--- config.mk ---
export PLATFORM = sky130hd
export DESIGN_NAME = decodificador_de_estado
export DESIGN_NICKNAME = d
export VERILOG_FILES = /design/src/rtl/estados_pkg.sv /design/src/rtl/transicion_a_bit.sv /design/src/rtl/decodificador_de_estado.sv
export SDC_FILE = /design/constraint.sdc
export NUM_CORES = 1
export LEC_CHECK = 0
export BUFFER_PORTS_ARGS = -buffer_cell sky130_fd_sc_hd__buf_2
export CORE_UTILIZATION = 45
export CTS_BUF_LIST = sky130_fd_sc_hd__clkbuf_16
export DETAILED_ROUTE_END_ITERATION = 16
export GPL_TIMING_DRIVEN = 0
export PLACE_DENSITY = 0.78
export REMOVE_ABC_BUFFERS = 1
export SKIP_LAST_GASP = 1
export SYNTH_ARGS = -nofsm -noshare
export SYNTH_HDL_FRONTEND = slang
export SYNTH_SLANG_ARGS = --single-unit
export TNS_END_PERCENT = 30
--- constraint.sdc ---
create_clock -name clk -period 3.4 [get_ports clk]
set_input_delay 0.68 -clock clk [delete_from_list [all_inputs] [get_ports clk]]
set_output_delay 0.68 -clock clk [all_outputs]
set_load 0.05 [all_outputs]
--- src/rtl/estados_pkg.sv ---
// estados_pkg
// Shared state encodings of the 4-state sequence FSM. The sequence FSM and
// decodificador_de_estado both import this package so the two sides can never
// disagree on how S0..S3 are encoded.
//   ESTADO_W  : width of the state code (2 bits)
//   estado_t  : S0=00, S1=01, S2=10, S3=11
//   ERR_CNT_W : width of the optional illegal-transition counter

package estados_pkg;

  localparam int ESTADO_W  = 2;
  localparam int ERR_CNT_W = 8;

  typedef enum logic [ESTADO_W-1:0] {
    S0 = 2'b00,
    S1 = 2'b01,
    S2 = 2'b10,
    S3 = 2'b11
  } estado_t;

endpackage

--- src/rtl/transicion_a_bit.sv ---
// transicion_a_bit
// Combinational decode of one observed transition prev -> estado_in.
// A legal transition carries one data bit. A transition that the sequence
// FSM can never make is flagged as not legal.
// Ports:
//   prev      in  : previously observed state
//   estado_in in  : currently observed state
//   bit_val   out : decoded data bit (meaningful only when legal=1)
//   legal     out : 1 when prev -> estado_in is a legal transition

module transicion_a_bit
  import estados_pkg::*;
(
  input  logic [ESTADO_W-1:0] prev,
  input  logic [ESTADO_W-1:0] estado_in,
  output logic                bit_val,
  output logic                legal
);

  always_comb begin
    bit_val = 1'b0;
    legal   = 1'b0;
    case ({prev, estado_in})
      {S0, S0}: begin bit_val = 1'b1; legal = 1'b1; end
      {S0, S1}: begin bit_val = 1'b0; legal = 1'b1; end
      {S1, S2}: begin bit_val = 1'b1; legal = 1'b1; end
      {S1, S3}: begin bit_val = 1'b0; legal = 1'b1; end
      {S2, S2}: begin bit_val = 1'b1; legal = 1'b1; end
      {S2, S3}: begin bit_val = 1'b0; legal = 1'b1; end
      {S3, S3}: begin bit_val = 1'b1; legal = 1'b1; end
      {S3, S0}: begin bit_val = 1'b0; legal = 1'b1; end
      default:  begin bit_val = 1'b0; legal = 1'b0; end
    endcase
  end

endmodule

--- src/rtl/decodificador_de_estado.sv ---
// decodificador_de_estado
// Turns the observed state sequence of the 4-state FSM into data words.
// Each en_in cycle decodes prev -> estado_in into one bit, shifted in
// MSB-first. After N_BITS bits the word is copied to a one-deep output
// buffer with a valid/ready handshake. An illegal transition pulses
// error_out, drops the partial word and resynchronises on estado_in.
// Optional feature (macro CONTADOR_ERRORES_EN): adds err_cnt_out, a
// saturating count of illegal transitions.
// Ports:
//   clk          in  : clock, rising edge
//   reset        in  : asynchronous, active-high
//   estado_in    in  : observed FSM state
//   en_in        in  : estado_in valid this cycle
//   ready_in     in  : consumer accepts dato_out this cycle
//   dato_out     out : decoded word, first bit in the MSB
//   valid_out    out : dato_out holds an unaccepted word
//   error_out    out : one-cycle pulse on an illegal transition
//   overflow_out out : sticky, a completed word was dropped
//   err_cnt_out  out : (CONTADOR_ERRORES_EN only) illegal transition count

module decodificador_de_estado
  import estados_pkg::*;
#(
  parameter int N_BITS = 8
) (
  input  logic                clk,
  input  logic                reset,
  input  logic [ESTADO_W-1:0] estado_in,
  input  logic                en_in,
  input  logic                ready_in,
  output logic [N_BITS-1:0]   dato_out,
  output logic                valid_out,
  output logic                error_out,
`ifdef CONTADOR_ERRORES_EN
  output logic [ERR_CNT_W-1:0] err_cnt_out,
`endif
  output logic                overflow_out
);

  localparam int              CW   = $clog2(N_BITS);
  localparam logic [CW-1:0]   LAST = CW'(N_BITS - 1);

  logic [ESTADO_W-1:0] prev;
  logic [N_BITS-1:0]   shift_reg;
  logic [CW-1:0]       cnt;

  logic                bit_val;
  logic                legal;
  logic [N_BITS-1:0]   word_next;
  logic                complete;

  transicion_a_bit u_transicion (
    .prev      (prev),
    .estado_in (estado_in),
    .bit_val   (bit_val),
    .legal     (legal)
  );

  assign word_next = {shift_reg[N_BITS-2:0], bit_val};
  assign complete  = en_in & legal & (cnt == LAST);

  always_ff @(posedge clk or posedge reset) begin
    if (reset) begin
      prev         <= S0;
      shift_reg    <= '0;
      cnt          <= '0;
      dato_out     <= '0;
      valid_out    <= 1'b0;
      error_out    <= 1'b0;
      overflow_out <= 1'b0;
    end else begin
      error_out <= en_in & ~legal;

      if (en_in) begin
        // prev follows estado_in on illegal transitions too, which is
        // what resynchronises the decoder to the FSM.
        prev <= estado_in;
        if (legal) begin
          shift_reg <= word_next;
          cnt       <= (cnt == LAST) ? '0 : cnt + CW'(1);
        end else begin
          cnt <= '0;
        end
      end

      // One-deep output buffer: a completed word replaces the held one only
      // if the held one is gone or leaving on this same edge.
      if (complete) begin
        if (!valid_out || ready_in) begin
          dato_out  <= word_next;
          valid_out <= 1'b1;
        end else begin
          overflow_out <= 1'b1;
        end
      end else if (valid_out && ready_in) begin
        valid_out <= 1'b0;
      end
    end
  end

`ifdef CONTADOR_ERRORES_EN
  always_ff @(posedge clk or posedge reset) begin
    if (reset) begin
      err_cnt_out <= '0;
    end else if (en_in && !legal && (err_cnt_out != '1)) begin
      err_cnt_out <= err_cnt_out + ERR_CNT_W'(1);
    end
  end
`endif

endmodule

Word-level counts from Yosys, hierarchy flattened
Memory sizes are Yosys's and may differ from the RTL's.
Cells that the tools add are included.
- register bits: 23
- memory bits (read-only): 32
- input port bits: 6
- output and inout bits: 11
- logic and storage cells: 29
- memories kept: 1
- memory list (name ; depth ; width ; rd ports ; clocked after memory_dff ; write ports ; line ; source):
    (no name shown) ; 16 ; 2 ; 1 ; 0 ; 0 ; transicion_a_bit.sv:23 ; case ({prev, estado_in})
- $add $sub $neg: 1
- equality and inequality tests: 2
- mux-type cells: 5
- bitwise operators: 5
- reduce and logical (&&, ||, !) cells: 8
- operators by type and width (operator ; number):
    2-bit AND reduction ; 4
    3-bit 2-to-1 mux ; 2
    3-bit by 1-bit adder with 3-bit output (second input constant) ; 1
    1-bit bitwise AND ; 3
    3-bit == test (second input constant) ; 1
    1-bit 2-to-1 mux ; 3
    2-bit by 1-bit inequality test with 1-bit output (second input constant) ; 1
    1-bit NOT ; 2
    2-bit nonzero test ; 1
    1-bit logical AND ; 1
    1-bit zero test ; 1
    1-bit logical OR ; 1

Logic depth before layout (Yosys ltp)
An unclocked memory read counts as a cell.
- word-level depth: 5
- depth in mapped cells: 7
- depth with buffers taken out: 6

Modules after synthesis
Synthesis repeated with hierarchy kept, for this count alone.
- cell total of the unflattened synthesis: 75
- area, all modules: 1057.3 um^2
- by module, submodules not included (module ; instances ; cells each ; area each (um^2) ; sequential area each (um^2)):
    decodificador_de_estado ; 1 ; 60 ; 949.7 ; 575.6
    transicion_a_bit ; 1 ; 15 ; 107.6 ; 0.0

Least setup slack after synthesis
No wires, ideal clock.
- path kind: in2reg
- start: input port estado_in[0]
- end: register dato_out[0]
- library setup time: 0.125 ns
- arrival time: 1.997 ns
- data required time: 3.275 ns
- slack: 1.279 ns
- stages: 6
- buffers on the path: 0
- path through: inv_1 > ha_1 > nand2_1 > nand3_1 > a211oi_4 > mux2_2
- cells in the longest elaborated chain, start to end: 4
- RTL lines (item ; line ; source):
    start, declared ; decodificador_de_estado.sv:28 ; input logic [ESTADO_W-1:0] estado_in,
    memory read 16 x 2 bit (*) ; - ;
    1-bit bitwise AND (2 in series) ; decodificador_de_estado.sv:60 ; assign complete = en_in & legal & (cnt == LAST);
    2-bit AND reduction (no source line) ; - ;
    end signal, assigned ; decodificador_de_estado.sv:90 ; dato_out <= word_next;
    end, declared ; decodificador_de_estado.sv:31 ; output logic [N_BITS-1:0] dato_out,
Mark *: on every way between the ends. The rest lies on a longest branch, timed or not.
A chain may end at the register's enable or synchronous reset.

Final worst setup path
- start: input port estado_in[1]
- end: register dato_out[1]
- cells in the longest elaborated chain, start to end: 4
- RTL lines (item ; line):
    memory read 16 x 2 bit ; -
    1-bit bitwise AND (2 in series) ; decodificador_de_estado.sv:60
    2-bit AND reduction (no source line) ; -
Every way passes these cells.

==> flow_summary.json <==
{
  "skew_ns": 0.002109,
  "grt_pass1_wl_um": 2725,
  "area_delta_synth_final_pct": 18.04,
  "ff_latch_area_um2": 575.6,
  "netlist_area_mm2": 0.001020,
  "grtUsageMet3_pct": 5.556,
  "yosysSeqAreaShare_pct": 56.44,
  "grt_max_degree": 24,
  "tightest_slew_ns": 0.8258,
  "root_buffer": "clkbuf_16",
  "path_cells": "buf_2 -> inv_1 -> ha_1 -> nand2_1 -> nand3_1 -> a211oi_4 -> mux2_2",
  "timing.critical_path.buf_inv": 2,
  "coreArea_mm2": 0.002042,
  "rows": 16,
  "crit_end": "dato_out[1]",
  "fin_area_mm2": 0.001204,
  "cpMaxStageDelayCell": "a211oi_4",
  "drive_gt1_share_pct": 45.16,
  "start_util_pct": 49.94,
  "grt.overflow.total": 0,
  "drv_cap": 0,
  "slew_headroom_pct": 44.89,
  "largest_reg_flops": 8,
  "ioPinCount": 17,
  "dr.pass1.iters": 1,
  "path_delay_family": "compound AO/OA/AOI/OAI gates",
  "reg2reg_slack_ns": 1.53,
  "postCtsSetupBuffers": 0,
  "setup_viol": 0,
  "clk_pin_slew_worst_paths_ns": 0.06,
  "avgSynthCellArea_um2": 13.60,
  "power_leakage_nw": 0.6388,
  "die_area_mm2": 0.002461,
  "yosysWarnings": 0,
  "crit_fanout": 8,
  "fill_cells": 171,
  "finalSetupTns_ns": 0,
  "outcome": "finished clean",
  "utilization_pct": 58.95,
  "synth_top_area_cell": "dfrtp_1",
  "synth_ff_type": "dfrtp_1",
  "final-hold-violation-count": 0,
  "r2r_start": "prev[0]",
  "die_w_um": 49.61,
  "cp.depth": 7,
  "routed_wl_um": 1497,
  "rsz0062_at_grt": "false",
  "slowest_delay_ns": 0.51,
  "hp-start": "overflow_out",
  "port-buffer-count": 16,
  "cts_resized": 0,
  "placed_area_mm2": 0.001125,
  "clk_latency_ns": 0.25,
  "hold_depth": 1,
  "multi_input_area_um2": 409.1,
  "grt_util_met1_pct": 18.33,
  "cts_tree": "yes",
  "htreeDepth": 1,
  "vias": 618,
  "ys_ff_latch": 23,
  "clockBufferDepth": 2,
  "busiest_layer": "met2",
  "synth-edff-count": 0,
  "rr_worst_depth": 4,
  "cts_made_buffers": 3,
  "worst-endpoint-required_ns": 3.54,
  "dieHeight_um": 49.61,
  "synthArstFlopShare_pct": 100.0,
  "dp.final_hpwl_um": 1073,
  "drtAntennaViolNets": 0,
  "critical_path_class": "in -> reg",
  "r2r-end": "dato_out[1]",
  "place.gp.congestion": 0.6558,
  "fmax_mhz": 469.0,
  "synth_cell_type_count": 23,
  "hp-class": "reg -> reg",
  "ys_top_cells_by_area": "dfrtp_1 (56%), mux2_2 (19%), ha_1 (6.1%)",
  "peakVddDrop_mv": 0.5421,
  "crit_arrival_ns": 2.27,
  "dr.first_iter.drc_count": 0,
  "slew_violations": 0,
  "power_per_cell_area_mw_per_mm2": 599.4,
  "clock_sinks": 23,
  "vias_per_cell": 5.150,
  "grt_pass1_vias": 618,
  "route.detailed.drc": 0,
  "worstSetupStartpointType": "input pin",
  "period_share_pct": 62.71,
  "wire_per_inst_um": 12.48,
  "nets": 105,
  "diodes": 0,
  "track_usage_pct": 14.69,
  "netlist.area_leader.share_pct": 56.44,
  "postSynthCellCount": 75,
  "hold_buffers": 0,
  "crit_path_start": "estado_in[1]",
  "min_period_ns": 2.132,
  "grt_use_met2_pct": 23.65,
  "end_kind": "register",
  "antenna_found_initial": 0
}
logic make-up (layout without fill, tap and decap cells):
kind of cell | after synthesis | in the layout | share of synthesized area (%)
mux | 18 | 18 | 19.75
fa+ha+maj | 5 | 5 | 6.135
simple gates | 10 | 10 | 5.399
compound gates | 10 | 10 | 8.835
flops | 23 | 23 | 56.44
buf+inv | 9 | 27 | 3.435
through the flow:
stage	total power, mW	hold slack [ns]	cells	setup slack, ns
after floorplan	0.4494	0.4641	73	1.279
after global placement	0.4733	0.4453	116	0.9788
after detailed placement	0.4830	0.4550	116	0.9519
after CTS	0.7288	0.4644	120	1.216
after global routing	0.7588	0.4967	120	1.091
final	0.7215	0.4603	120	1.268
area by class of cell:
cell class,instances,share of cell area [%]
sequential,23,47.82
multi-input combinational,43,33.99
timing repair buffer,16,6.653
clock buffer,3,6.237
tap,27,2.807
inverter,7,2.183
clock inverter,1,0.3119
worst min path at each step:
stage / to / slack (ns)
4_1_cts: overflow_out / 0.46
3_3_place_gp: overflow_out / 0.45
2_1_floorplan: cnt[0] / 0.46
5_1_grt: overflow_out / 0.50
6_report: overflow_out / 0.46
3_5_place_dp: overflow_out / 0.45
routing by layer:
| metal | share of wire (%) | vias to the layer above |
|---|---|---|
| met1 | 45 | 307 |
| met3 | 5.0 | 4 |
| met5 | 0 | - |
| li1 | - | 294 |
| met2 | 49 | 13 |
| met4 | 1.5 | 0 |
cell usage in the layout, fill, tap and decap left out, types with 2 or more instances in the layout:
| cell type | count |
|---|---|
| mux2_2 | 17 |
| inv_1 | 8 |
| clkbuf_16 | 3 |
| o22ai_1 | 2 |
| dfrtp_1 | 23 |
| buf_2 | 16 |
| ha_1 | 5 |
| nand2_1 | 4 |
worst register-to-register path, cell delays in order (launching register included):
cell and delay (ns):
dfrtp_1 0.44, or2_1 0.25, a21o_2 0.23, a211oi_4 0.45, mux2_2 0.39
cells in the mapped netlist (all sizes together), types with 2 or more instances:
master,instances
ha,5
dfrtp,23
mux2,17
inv,7
o22ai,2
a211oi,2
nand2,4
where the power goes:
part	total, mW	switching, mW	internal [mW]
combinational	0.118	0.0594	0.0584
sequential	0.361	0.0337	0.327
clock	0.243	0.0866	0.157
Power figures use the tool's default switching activity.
